## src/rtl/mls_pkg.sv

```systemverilog
// Shared types and defaults for the multi-lane 64b66b-style scrambler.
package mls_pkg;

    typedef enum logic {
        MLS_SCRAMBLE   = 1'b0,
        MLS_DESCRAMBLE = 1'b1
    } mls_mode_e;

    localparam int unsigned MLS_DEF_TAP_A      = 38;
    localparam int unsigned MLS_DEF_TAP_B      = 57;
    localparam int unsigned MLS_DEF_LFSR_WIDTH = 58;

    // Width of a counter that must reach lfsr_width inclusive.
    function automatic int unsigned mls_cnt_width(input int unsigned lfsr_width);
        return $clog2(lfsr_width + 1);
    endfunction

endpackage

```

## src/rtl/mls_lane.sv

```systemverilog
// One lane: self-synchronous LFSR state, unrolled per-beat step, lock counter.
module mls_lane
    import mls_pkg::*;
#(
    parameter int unsigned           LANE_WIDTH = 64,
    parameter int unsigned           LFSR_WIDTH = MLS_DEF_LFSR_WIDTH,
    parameter int unsigned           TAP_A      = MLS_DEF_TAP_A,
    parameter int unsigned           TAP_B      = MLS_DEF_TAP_B,
    parameter logic [LFSR_WIDTH-1:0] LFSR_INIT  = '1,
    parameter mls_mode_e             MODE       = MLS_SCRAMBLE
) (
    input  logic                  clk,
    input  logic                  rst_n,
    input  logic                  advance,
    input  logic                  resync,
    input  logic [LANE_WIDTH-1:0] din,
    output logic [LANE_WIDTH-1:0] dout_c,
    output logic                  lock
);

    localparam int unsigned       CNT_W   = mls_cnt_width(LFSR_WIDTH);
    localparam logic [CNT_W-1:0]  CNT_MAX = CNT_W'(LFSR_WIDTH);

    logic [LFSR_WIDTH-1:0] state_q, state_d, state_step;
    logic [CNT_W-1:0]      cnt_q, cnt_d;
    logic                  lock_q, lock_d;

    // Bit-serial scrambler unrolled over the beat; bit 0 is processed first.
    always_comb begin
        logic [LFSR_WIDTH-1:0] s;
        logic                  fb;
        logic                  obit;
        s      = state_q;
        fb     = 1'b0;
        obit   = 1'b0;
        dout_c = '0;
        for (int i = 0; i < int'(LANE_WIDTH); i++) begin
            fb        = s[TAP_A] ^ s[TAP_B];
            obit      = din[i] ^ fb;
            dout_c[i] = obit;
            s         = {s[LFSR_WIDTH-2:0], (MODE == MLS_DESCRAMBLE) ? din[i] : obit};
        end
        state_step = s;
    end

    // Next state: resync wins over an accepted beat; counter saturates at LFSR_WIDTH.
    always_comb begin
        logic [31:0] sum;
        state_d = state_q;
        cnt_d   = cnt_q;
        sum     = 32'(cnt_q) + 32'(LANE_WIDTH);
        if (resync) begin
            state_d = LFSR_INIT;
            cnt_d   = '0;
        end else if (advance) begin
            state_d = state_step;
            cnt_d   = (sum >= 32'(LFSR_WIDTH)) ? CNT_MAX : CNT_W'(sum);
        end
        lock_d = (MODE == MLS_DESCRAMBLE) && (cnt_d == CNT_MAX);
    end

    // Lane state, counter and lock registers.
    always_ff @(posedge clk) begin
        if (!rst_n) begin
            state_q <= LFSR_INIT;
            cnt_q   <= '0;
            lock_q  <= 1'b0;
        end else begin
            state_q <= state_d;
            cnt_q   <= cnt_d;
            lock_q  <= lock_d;
        end
    end

    assign lock = lock_q;

endmodule

```

## src/rtl/multi_lane_scrambler.sv

```systemverilog
// Multi-lane self-synchronous scrambler/descrambler with one registered output stage.
module multi_lane_scrambler
    import mls_pkg::*;
#(
    parameter int unsigned           NUM_LANES  = 4,
    parameter int unsigned           LANE_WIDTH = 64,
    parameter int unsigned           LFSR_WIDTH = MLS_DEF_LFSR_WIDTH,
    parameter int unsigned           TAP_A      = MLS_DEF_TAP_A,
    parameter int unsigned           TAP_B      = MLS_DEF_TAP_B,
    parameter logic [LFSR_WIDTH-1:0] LFSR_INIT  = '1,
    parameter string                 MODE       = "SCRAMBLE"
) (
    input  logic                            clk,
    input  logic                            rst_n,
    input  logic [NUM_LANES*LANE_WIDTH-1:0] s_data,
    input  logic                            s_valid,
    output logic                            s_ready,
    output logic [NUM_LANES*LANE_WIDTH-1:0] m_data,
    output logic                            m_valid,
    input  logic                            m_ready,
    input  logic [NUM_LANES-1:0]            lane_bypass,
    input  logic [NUM_LANES-1:0]            lane_resync,
    output logic [NUM_LANES-1:0]            lane_lock
);

    localparam int unsigned DATA_W = NUM_LANES * LANE_WIDTH;
    localparam mls_mode_e   MODE_E = (MODE == "DESCRAMBLE") ? MLS_DESCRAMBLE : MLS_SCRAMBLE;

    logic [DATA_W-1:0]    m_data_q, m_data_d;
    logic                 m_valid_q, m_valid_d;
    logic [DATA_W-1:0]    lane_out_c;
    logic [DATA_W-1:0]    beat_c;
    logic [NUM_LANES-1:0] lane_adv_c;
    logic                 accept_c;

    // Output stage is free when empty or being drained this cycle.
    assign s_ready    = !m_valid_q || m_ready;
    assign accept_c   = s_valid && s_ready;
    assign lane_adv_c = {NUM_LANES{accept_c}} & ~lane_bypass;

    // Independent lanes; bypassed lanes pass input straight through.
    for (genvar k = 0; k < int'(NUM_LANES); k++) begin : g_lane
        mls_lane #(
            .LANE_WIDTH (LANE_WIDTH),
            .LFSR_WIDTH (LFSR_WIDTH),
            .TAP_A      (TAP_A),
            .TAP_B      (TAP_B),
            .LFSR_INIT  (LFSR_INIT),
            .MODE       (MODE_E)
        ) u_lane (
            .clk     (clk),
            .rst_n   (rst_n),
            .advance (lane_adv_c[k]),
            .resync  (lane_resync[k]),
            .din     (s_data[k*LANE_WIDTH +: LANE_WIDTH]),
            .dout_c  (lane_out_c[k*LANE_WIDTH +: LANE_WIDTH]),
            .lock    (lane_lock[k])
        );

        assign beat_c[k*LANE_WIDTH +: LANE_WIDTH] = lane_bypass[k]
            ? s_data[k*LANE_WIDTH +: LANE_WIDTH]
            : lane_out_c[k*LANE_WIDTH +: LANE_WIDTH];
    end

    // Output stage load/drain; data holds while stalled.
    always_comb begin
        m_valid_d = m_valid_q;
        m_data_d  = m_data_q;
        if (accept_c) begin
            m_valid_d = 1'b1;
            m_data_d  = beat_c;
        end else if (m_ready) begin
            m_valid_d = 1'b0;
        end
    end

    // Output registers; reset drops any pending beat.
    always_ff @(posedge clk) begin
        if (!rst_n) begin
            m_valid_q <= 1'b0;
            m_data_q  <= '0;
        end else begin
            m_valid_q <= m_valid_d;
            m_data_q  <= m_data_d;
        end
    end

    assign m_valid = m_valid_q;
    assign m_data  = m_data_q;

endmodule
```

## config.mk

```make
export PLATFORM = sky130hd
export DESIGN_NAME = multi_lane_scrambler
export DESIGN_NICKNAME = d
export VERILOG_FILES = /design/src/rtl/mls_pkg.sv /design/src/rtl/mls_lane.sv /design/src/rtl/multi_lane_scrambler.sv
export SDC_FILE = /design/constraint.sdc
export NUM_CORES = 1
export LEC_CHECK = 0
export ABC_AREA = 1
export CELL_PAD_IN_SITES_DETAIL_PLACEMENT = 0
export CELL_PAD_IN_SITES_GLOBAL_PLACEMENT = 2
export CORE_MARGIN = 2
export CORE_UTILIZATION = 28
export CTS_CLUSTER_SIZE = 40
export DETAILED_ROUTE_END_ITERATION = 10
export GPL_TIMING_DRIVEN = 1
export PLACE_DENSITY = 0.83
export SYNTH_ARGS = -nofsm -noshare
export SYNTH_HDL_FRONTEND = slang
export SYNTH_SLANG_ARGS = --single-unit
```

## constraint.sdc

```tcl
create_clock -name clk -period 1.7 [get_ports clk]
set_clock_uncertainty 0.15 [all_clocks]
set_input_delay 0.34 -clock clk [delete_from_list [all_inputs] [get_ports clk]]
set_output_delay 0.34 -clock clk [all_outputs]
set_load 0.05 [all_outputs]
```

======== Yosys cells after proc, flatten, opt, wreduce, memory -nomap -nowiden ========
Index checks and enable logic that the tools add are counted.
storage, ports and cells
  register bits after elaboration ......... 489
  logic and storage cells ................. 535
operators by class
  muxes and demuxes ....................... 6
  bitwise gates (word level) .............. 515
  reductions and logical operators ........ 8
operators by type and width
  operator            count
  XOR 1 bit           512
  2-to-1 mux 64 bit   4
  OR reduction 2 bit  4
  AND 4 bit           1
  inverter 4 bit      1
  2-to-1 mux 1 bit    2
  nonzero test 2 bit  1
  logical AND 1 bit   1
  logical NOT 1 bit   1
  logical OR 1 bit    1
  inverter 1 bit      1

======== Depth between registers and ports, before layout ========
Gate-level depths: netlist of the first run.
  word-level depth ........................ 5
  gate-level depth with buffers ........... 11
  mapped depth without buffers ............ 11

======== By module ========
From an unflattened synthesis of the first run, not the netlist that was laid out.
unflattened totals
  cells, all modules ...................... 4811
  area, all modules ....................... 29060.4 µm²
modules (own cells, without submodules)
  module                times used  cells an instance  area each (µm²)  sequential area each (µm²)
  mls_lane              4           589                3763.6           1161.1
  multi_lane_scrambler  1           2455               14005.9          5144.9

======== Worst setup path after synthesis of the first run ========
Ideal clock, no wire load.
  kind .................................... register to register
  start point ............................. register m_valid_q, in the netlist m_valid
  end point ............................... register m_data_q[56], in the netlist m_data[56]
  library setup time ...................... 0.132 ns
  arrival ................................. 1.699 ns
  setup slack ............................. -0.281 ns
  stages on the path, launching flop included .. 10
  path buffers ............................ 1
  path through ............................ dfxtp_1 -> nand2_4 -> nand2_8 -> inv_2 -> nand2_1 -> inv_2 -> buf_4 -> a22o_1 -> inv_1 -> a21oi_1
on the way
  word-level cells in the longest chain between the ends .. 3
RTL lines
  element                 line                        source
  start, declared         multi_lane_scrambler.sv:30  logic m_valid_q, m_valid_d;
  start signal, assigned  multi_lane_scrambler.sv:83  m_valid_q <= m_valid_d;
  logical NOT 1 bit       multi_lane_scrambler.sv:37  assign s_ready = !m_valid_q || m_ready;
  logical OR 1 bit        multi_lane_scrambler.sv:37
  named net s_ready       multi_lane_scrambler.sv:17  output logic s_ready,
  logical AND 1 bit       multi_lane_scrambler.sv:38  assign accept_c = s_valid && s_ready;
  end signal, assigned    multi_lane_scrambler.sv:84  m_data_q <= m_data_d;
  end, declared           multi_lane_scrambler.sv:29  logic [DATA_W-1:0] m_data_q, m_data_d;
The timed path passes the listed nets, and every way through them passes these cells.
A chain may end at the register's enable or synchronous reset.

======== Worst setup path in the final report of the first run ========
  start point ............................. register m_valid_q, in the netlist m_valid
  end point ............................... register m_data_q[140], in the netlist m_data[140]
on the way
  word-level cells in the longest chain between the ends .. 3
RTL lines
  element            line
  logical NOT 1 bit  multi_lane_scrambler.sv:37
  logical OR 1 bit   multi_lane_scrambler.sv:37
  logical AND 1 bit  multi_lane_scrambler.sv:38
Every way passes these cells.

==> Flow_metrics.wiki, run 1 <==
{| class="wikitable"
! Metric !! Value
|-
| Outcome || finished, violations left
|-
| Failing checks || setup timing
|-
| Placeable core region || 0.0865 sq mm
|-
| Total routing usage reported by global routing || 0.200
|-
| Routability congestion estimate || 0.854
|-
| Maximum fanout along the worst path || 6
|-
| Setup slack of the critical path after layout || -0.0891 ns
|-
| Library cell used as clock root buffer || sky130_fd_sc_hd__clkbuf_16
|-
| Max Slew Vio Count || 0
|-
| Horiz. Die Dim || 299 um
|-
| LEAKAGE || 0.0176 uW
|-
| Crit path launch || m_valid$_SDFFE_PN0P_
|-
| Starting density of the core || 0.282
|-
| Critical path startpoint category || flop
|-
| Later-pin clock latency in the skew report || 0.61 ns
|-
| Hold buffer count at CTS || 0
|-
| Setup repair after global routing missed its margin || yes
|-
| Power Total || 36,300 uW
|-
| Proportion of power drawn by flip-flops and latches || 0.359
|-
| Fin. Hold Viols || 0
|-
| Maximum number of pins on one net before global-route repair || 40
|-
| Data arrival, critical path || 2.16 ns
|-
| I/O Pins || 530
|-
| Number of H-tree levels || 2
|-
| First-pass GRT wire length || 140 mm
|-
| Antenna violations before repair || 9
|-
| Critical Path End Type || flop
|-
| Family with the most delay on the worst path || buffers and inverters
|-
| CP max stage delay || 0.35 ns
|-
| Critical path buffers and inverters || 5
|-
| Total overflow reported by the global router || 0
|-
| Post-synthesis sequential element count || 489
|-
| Max frequency || 559 MHz
|-
| HPWL after detailed placement || 69.8 mm
|-
| Final Critical Period || 1.79 ns
|-
| Number of sinks driven by the clock tree || 489
|-
| Avg Cell Area, Syn || 7.19 sq um
|-
| Sw Share || 0.311
|-
| Max VDD drop || 0.654 mV
|-
| Routed via count || 24,836
|-
| Period utilisation layout || 1.05
|-
| Share of total power in the clock network || 0.369
|-
| Number of clock buffers inserted by TritonCTS || 57
|-
| Count of synthesis-stage warnings from yosys || 0
|-
| Detailed Route WL || 98.9 mm
|-
| Max-cap viol count || 0
|-
| Power Internal || 25,000 uW
|-
| Net switching power figure || 11,300 uW
|-
| Detailed Routing Iterations Pass 1 || 6
|-
| Violation count after the first detailed-routing iteration || 1,373
|-
| DRC violations left || 0
|-
| Relative slew margins || 0.626
|-
| Vias in the first global route || 23,105
|-
| Reg-to-reg startpoint || m_valid$_SDFFE_PN0P_
|-
| Number of port buffers || 525
|-
| Worst hold path startpoint || s_data[157]
|-
| DIE AREA || 0.0893 sq mm
|-
| Final setup violating endpoints || 128
|-
| Sequential fraction of the synthesis area || 0.402
|-
| Synth Instances || 3,388
|-
| Share of post-route cells with drive strength above 1 || 0.232
|-
| Worst min-delay path category || in2reg
|-
| Worst Path Required || 2.07 ns
|-
| Longest Clk Path Bufs || 3
|-
| Share of power burned in combinational logic || 0.272
|-
| Remaining antenna violation count after routing || 0
|-
| Synthesized area || 0.0243 sq mm
|-
| Layout area overhead || 64.9%
|-
| Worst slack, placed || -0.584 ns
|-
| Number of vias per cell after detailed routing || 4.68
|-
| Clock tree from TritonCTS || yes
|-
| Netlist cell types || 23
|-
| Number of rows in the core area || 108
|-
| Total power divided by cell area || 903 mW/mm^2
|-
| # nets final || 4,374
|-
| Clock-pin slew of the registers on the worst-case setup and hold paths || 0.06 ns
|-
| Final routed wire length divided by cell count || 18.6 um
|-
| CP cell instances || nand2_4 > nand2_8 > buf_12 > nor2_4 > buf_12 > clkbuf_16 > buf_8 > buf_6 > nand2_4 > a31oi_1
|-
| Worst Max-Slew Pin Slew || 0.558 ns
|-
| Vertical extent of the die || 299 um
|-
| CP max-delay cell || sky130_fd_sc_hd__dfxtp_4
|-
| Critical path class || reg2reg
|}
## flip-flops by register name, summed over array words and instances, names as in the netlist
name                   count
m_data                   256
m_valid                    1
g_lane.u_lane.state_q    232
## worst paths after layout
kind / endpoint / slack [ns] / cells after the start
setup / recovery: m_data[140]$_SDFFE_PN0P_ / -0.09 / 10
hold / removal: m_data[157]$_SDFFE_PN0P_ / 0.21 / 3
setup reg to reg: m_data[140]$_SDFFE_PN0P_ / -0.09 / 10
hold reg to reg: g_lane[2].u_lane.state_q[51]$_SDFFE_PP1P_ / 0.33 / 2
## cell usage in the layout, fill, tap and decap left out, drive strengths merged
master / n
buf: 508
dfxtp: 489
o21ai: 36
xnor2: 292
clkdlybuf4s50: 267
a21oi: 93
a221oi: 20
nand3: 320
diode: 3
clkbuf: 123
clkinv: 11
inv: 274
conb: 4
nand2: 1294
a22o: 56
o211ai: 64
a31oi: 152
nor2: 52
bufinv: 6
clkinvlp: 2
xor2: 88
## synth_stat cells
master / number / area [sq um]
sky130_fd_sc_hd__o211ai_1: 64 / 480
sky130_fd_sc_hd__buf_6: 2 / 22.5
sky130_fd_sc_hd__nor2_4: 4 / 45.0
sky130_fd_sc_hd__buf_1: 14 / 52.6
sky130_fd_sc_hd__clkbuf_1: 60 / 225
sky130_fd_sc_hd__a21oi_1: 93 / 465
sky130_fd_sc_hd__conb_1: 1 / 3.75
sky130_fd_sc_hd__inv_1: 264 / 991
sky130_fd_sc_hd__buf_4: 18 / 135
sky130_fd_sc_hd__nand2_1: 1292 / 4850
sky130_fd_sc_hd__a31oi_1: 152 / 951
sky130_fd_sc_hd__a221oi_1: 20 / 175
sky130_fd_sc_hd__nand2_8: 1 / 20.0
sky130_fd_sc_hd__nand2_4: 1 / 11.3
sky130_fd_sc_hd__dfxtp_1: 489 / 9790
sky130_fd_sc_hd__nand3_1: 320 / 1600
sky130_fd_sc_hd__xnor2_1: 292 / 2560
sky130_fd_sc_hd__a22o_1: 56 / 490
sky130_fd_sc_hd__o21ai_0: 36 / 180
sky130_fd_sc_hd__xor2_1: 88 / 771
sky130_fd_sc_hd__inv_2: 11 / 41.3
sky130_fd_sc_hd__buf_2: 62 / 310
sky130_fd_sc_hd__nor2_1: 48 / 180
## cell families (layout without fill, tap and decap cells)
logic type / Yosys count / after routing / synth area share
AO/OA/AOI/OAI: 421 / 421 / 0.113
XOR/XNOR: 380 / 380 / 0.137
buffers and inverters: 431 / 1191 / 0.0730
flip-flops: 489 / 489 / 0.402
other: 1 / 7 / 0.000154
AND/OR/NAND/NOR: 1666 / 1666 / 0.275
## timing repair
item	in CTS	in global routing
pin swaps	6	95
hold endpoints to repair	0	0
setup endpoints to repair	237	323
setup buffers	6	29
gates resized for setup	138	349
gates cloned	9	44
## worst reg2reg max path, stage by stage, from the launching register on
cell                        delay (ns)
sky130_fd_sc_hd__dfxtp_4          0.35
sky130_fd_sc_hd__nand2_4          0.09
sky130_fd_sc_hd__nand2_8          0.08
sky130_fd_sc_hd__buf_12           0.16
sky130_fd_sc_hd__nor2_4           0.17
sky130_fd_sc_hd__buf_12           0.13
sky130_fd_sc_hd__clkbuf_16        0.16
sky130_fd_sc_hd__buf_8            0.14
sky130_fd_sc_hd__buf_6            0.11
sky130_fd_sc_hd__nand2_4          0.05
sky130_fd_sc_hd__a31oi_1          0.12
## power by group through the flow
stage               logic (uW)  clock network, uW  registers (uW)
detailed placement        8820                  0           13200
global route             10500              14100           13100
finish                    9870              13400           13000
global placement          8800                  0           13200
floorplan                 3100                  0           14400
CTS                       9040              13700           13000
## metrics by stage
step	instance area [sq um]	TNS, ns	utilization	hold WS, ns	cells
3_3_place_gp	34900	-205.22	0.404	0.324	5119
5_1_grt	40200	-17.92	0.464	0.215	5309
2_1_floorplan	24400	0	-	0.312	3391
4_1_cts	37600	-1.22	0.434	0.166	5236
6_report	40200	-2.62	0.464	0.213	5309
3_5_place_dp	34900	-214.96	0.404	0.328	5119
## per-layer routing
layer | GRT usage | part of all wire | up-vias
met1 | 0.265 | 0.44 | 11606
met2 | 0.337 | 0.48 | 661
li1 | - | - | 12444
met5 | 0 | 0.00089 | -
met3 | 0.0359 | 0.054 | 113
met4 | 0.0463 | 0.020 | 12
## area by class of cell
type                            count  area (sq um)
Fill cell                        8256         46300
Multi-Input combinational cell   2471         13800
Timing Repair Buffer              812         11800
Sequential cell                   489          9950
Clock buffer                       86          1780
Tap cell                         1155          1450
Inverter                          275          1120
Clock inverter                     18           264
Antenna cell                        3          7.51
Note: power is estimated with default switching activity, not from simulation.
==> inputs of run 2 (changes only) <==
Settings changed: ABC_AREA 1 to default, CORE_UTILIZATION 28 to 32, PLACE_DENSITY 0.83 to 0.84, SKIP_LAST_GASP from default to 1.
==> run 2 against run 1 <==
  * The run still ends with setup timing left
  * Sequential power about the same
  * Total power up 2.0%
  * Combinational power up 20%
  * Highest routed layer unchanged
==> Flow_metrics.wiki, run 2 <==
{| class="wikitable"
! Metric !! Value
|-
| Number of sinks driven by the clock tree || 489 (unchanged)
|-
| Layout area overhead || 58.6%
|-
| Critical Path End Type || primary output
|-
| Critical path startpoint category || flop
|-
| Number of clock buffers inserted by TritonCTS || 58 (+1.8%)
|-
| Fin Hold WS || 0.0707 ns (-0.142 ns)
|-
| Vertical extent of the die || 289 um (-3.2%)
|-
| Commonest cells after routing, fill and taps aside || sky130_fd_sc_hd__xnor2_1, sky130_fd_sc_hd__dfxtp_1, sky130_fd_sc_hd__buf_4
|-
| Count leader, synth || sky130_fd_sc_hd__dfxtp_1
|-
| Most frequent standard cell in the layout excluding fill and tap cells || sky130_fd_sc_hd__xnor2_1
|-
| First-pass GRT wire length || 135 mm (-3.8%)
|-
| Final routed wire length divided by cell count || 20.5 um (+10%)
|-
| Data arrival, critical path || 1.44 ns (-0.72 ns)
|-
| Post-synthesis async set-or-reset flop share || 0 (unchanged)
|-
| Max-cap viol count || 0 (unchanged)
|-
| Routed via count || 22,578 (-9.1%)
|-
| Relative slew margins || 0.595 (-0.0304)
|-
| Routability congestion estimate || 0.836 (-2.1%)
|-
| Final standard cell utilization of the core || 0.513 (+0.0490)
|-
| DIE AREA || 0.0838 sq mm (-6.2%)
|-
| Count of synthesis-stage warnings from yosys || 0 (unchanged)
|-
| Maximum fanout along the worst path || 2 (-4)
|-
| Total power divided by cell area || 895 mW/mm^2 (-0.91%)
|-
| # nets final || 3,899 (-11%)
|-
| Setup slack of the critical path after layout || -0.235 ns (-0.146 ns)
|-
| Netlist cell types || 34 (+48%)
|-
| Final TNS setup || -38.74 ns (-36.12 ns)
|-
| Cell type with the largest total area after synthesis || sky130_fd_sc_hd__dfxtp_1
|-
| Top cells by instance count after synthesis || sky130_fd_sc_hd__dfxtp_1, sky130_fd_sc_hd__xnor2_1, sky130_fd_sc_hd__nand2_1
|-
| Max reg flops || 256 (unchanged)
|-
| Outcome || finished, violations left
|-
| Worst min-delay path category || in2reg
|-
| Failing checks || setup timing
|-
| Library cell used as clock root buffer || sky130_fd_sc_hd__clkbuf_16
|-
| CP cell instances || nor2b_4 > buf_6 > clkinvlp_4 > buf_8
|-
| Max VDD drop || 0.616 mV (-5.9%)
|-
| Antenna violations before repair || 8 (-1)
|-
| Count of flip-flops with a built-in enable after synthesis || 0 (unchanged)
|-
| Sequential fraction of the synthesis area || 0.376 (-0.0265)
|-
| Number of H-tree levels || 2 (unchanged)
|-
| Remaining antenna violation count after routing || 0 (unchanged)
|-
| Final Critical Period || 1.93 ns (+0.146 ns)
|-
| LEAKAGE || 0.0180 uW (+2.4%)
|-
| CP max-delay cell || sky130_fd_sc_hd__dfxtp_4
|-
| Longest Clk Path Bufs || 3 (unchanged)
|-
| Vias in the first global route || 21,436 (-7.2%)
|-
| Number of rows in the core area || 104 (-3.7%)
|-
| Setup repair after global routing missed its margin || yes
|-
| Maximum number of pins on one net before global-route repair || 85 (+110%)
|-
| Share of post-route cells with drive strength above 1 || 0.298 (+0.0661)
|-
| Hold buffer count at CTS || 0 (unchanged)
|-
| Final setup violating endpoints || 371 (+190%)
|-
| Avg Cell Area, Syn || 9.39 sq um (+31%)
|-
| Detailed Routing Iterations Pass 1 || 5 (-1)
|-
| Most area-consuming cells after synthesis || sky130_fd_sc_hd__dfxtp_1, sky130_fd_sc_hd__xnor2_1, sky130_fd_sc_hd__xnor3_1, sky130_fd_sc_hd__nand2_1, sky130_fd_sc_hd__a211oi_1
|-
| DRC violations left || 0 (unchanged)
|-
| Max frequency || 517 MHz (-7.5%)
|-
| Violation count after the first detailed-routing iteration || 1,329 (-3.2%)
|-
| Clock tree from TritonCTS || yes
|-
| Area after DPL || 0.0380 sq mm (+8.7%)
|-
| Worst Path Required || 1.21 ns (-0.86 ns)
|-
| Number of vias per cell after detailed routing || 4.76 (+1.8%)
|-
| CP max stage delay || 0.34 ns (about the same)
|-
| Worst Max-Slew Pin Slew || 0.603 ns (+0.0453 ns)
|-
| Predominant post-synthesis flop cell || sky130_fd_sc_hd__dfxtp_1
|-
| Number of port buffers || 525 (unchanged)
|-
| Starting density of the core || 0.324 (+0.0421)
|-
| Placeable core region || 0.0805 sq mm (-6.9%)
|-
| Synthesized area || 0.0261 sq mm (+7.0%)
|-
| Post-synth top area share || 0.376 (-0.0265)
|-
| Clock-pin slew of the registers on the worst-case setup and hold paths || 0.06 ns (about the same)
|-
| I/O Pins || 530 (unchanged)
|-
| Critical path class || reg2out
|-
| Detailed Route WL || 97.2 mm (-1.7%)
|-
| HPWL after detailed placement || 69.9 mm (+0.12%)
|-
| Post-synthesis sequential element count || 489 (unchanged)
|-
| Period utilisation layout || 1.14 (+0.0857)
|-
| Max Slew Vio Count || 0 (unchanged)
|-
| Later-pin clock latency in the skew report || 0.61 ns (about the same)
|-
| Total routing usage reported by global routing || 0.213 (+0.0124)
|-
| Fin. Hold Viols || 0 (unchanged)
|-
| Total overflow reported by the global router || 0 (unchanged)
|-
| Finished Cell Area || 0.0414 sq mm (+3.0%)
|-
| Horiz. Die Dim || 289 um (-3.2%)
|-
| Power Total || 37,000 uW (+2.0%)
|-
| Synth Instances || 2,777 (-18%)
|}
==> run 2: cell count changes after synthesis, moves of 52 or more <==
cell	delta
sky130_fd_sc_hd__xnor3_1	+71
sky130_fd_sc_hd__xnor2_2	+52
sky130_fd_sc_hd__a21oi_1	-73
sky130_fd_sc_hd__nand2_1	-908
sky130_fd_sc_hd__o211ai_2	+76
sky130_fd_sc_hd__inv_1	-261
sky130_fd_sc_hd__nand3_1	-232
sky130_fd_sc_hd__nor2_1	+259
sky130_fd_sc_hd__a211oi_1	+156
sky130_fd_sc_hd__o211ai_1	+63
sky130_fd_sc_hd__a22o_1	-56
sky130_fd_sc_hd__a31oi_1	-128
sky130_fd_sc_hd__xnor2_1	+155
sky130_fd_sc_hd__o211a_1	+52
==> run 2: cell type report <==
| class | count | area [sq um] |
|---|---|---|
| fill | 7283 | 39200 |
| multi-input combinational | 2073 | 15500 |
| timing repair buffer | 1004 | 12800 |
| sequential | 489 | 9900 |
| clock buffer | 88 | 1730 |
| tap | 1060 | 1330 |
| clock inverter | 17 | 92.6 |
| inverter | 5 | 27.5 |
| antenna | 7 | 17.5 |
==> run 2: cell families (layout without fill, tap and decap cells) <==
logic type | after synthesis | after routing | share of synthesized area
other | 1 | 11 | 0.000144
multiplexers | 10 | 10 | 0.00384
AND/OR/NAND/NOR | 821 | 821 | 0.127
buffers and inverters | 218 | 1114 | 0.0410
flip-flops | 489 | 489 | 0.376
XOR/XNOR | 697 | 697 | 0.287
AO/OA/AOI/OAI | 541 | 541 | 0.166
==> run 2: worst paths after layout <==
path / start / end / slack, ns / depth (start not counted)
worst max-delay path: m_valid$_SDFFE_PN0P_ / s_ready / -0.23 / 4
worst min-delay path: rst_n / m_data[241]$_SDFFE_PN0P_ / 0.07 / 3
worst max register to register: m_valid$_SDFFE_PN0P_ / m_data[54]$_SDFFE_PN0P_ / -0.21 / 10
worst min register to register: g_lane[2].u_lane.state_q[43]$_SDFFE_PP1P_ / g_lane[2].u_lane.state_q[43]$_SDFFE_PP1P_ / 0.34 / 2
==> run 2: worst max-delay path: cells and delay by family (launching register included) <==
family        cells  cell delay (ns)
simple gates      1             0.15
buf+inv           3             0.34
flops             1             0.34
==> run 2: where the power goes <==
part	total (uW)	internal (uW)	switching [uW]
sequential	13100	12200	875
clock	12100	6950	5170
combinational	11800	5960	5800
==> run 2: layer usage <==
metal | track usage | vias to the layer above | wire, um
li1 | - | 11174 | -
met1 | 0.286 | 10725 | 43700
met2 | 0.352 | 584 | 46300
met3 | 0.0420 | 91 | 5710
met4 | 0.0442 | 4 | 1450
met5 | 0 | - | 25
==> run 2: per-stage QoR <==
| step | std cells | setup slack [ns] |
|---|---|---|
| final | 4743 | -0.235 |
| after global routing | 4742 | -0.309 |
| after CTS | 4687 | -0.277 |
| after detailed placement | 4571 | -0.559 |
| after global placement | 4571 | -0.560 |
| after floorplan | 2780 | -0.110 |
==> run 2: timing repair <==
action / CTS / global route
pin swaps: 5 / 35
setup endpoints to repair: 80 / 433
gates resized for setup: 88 / 80
setup buffers: 8 / 16
gates cloned: 3 / 33
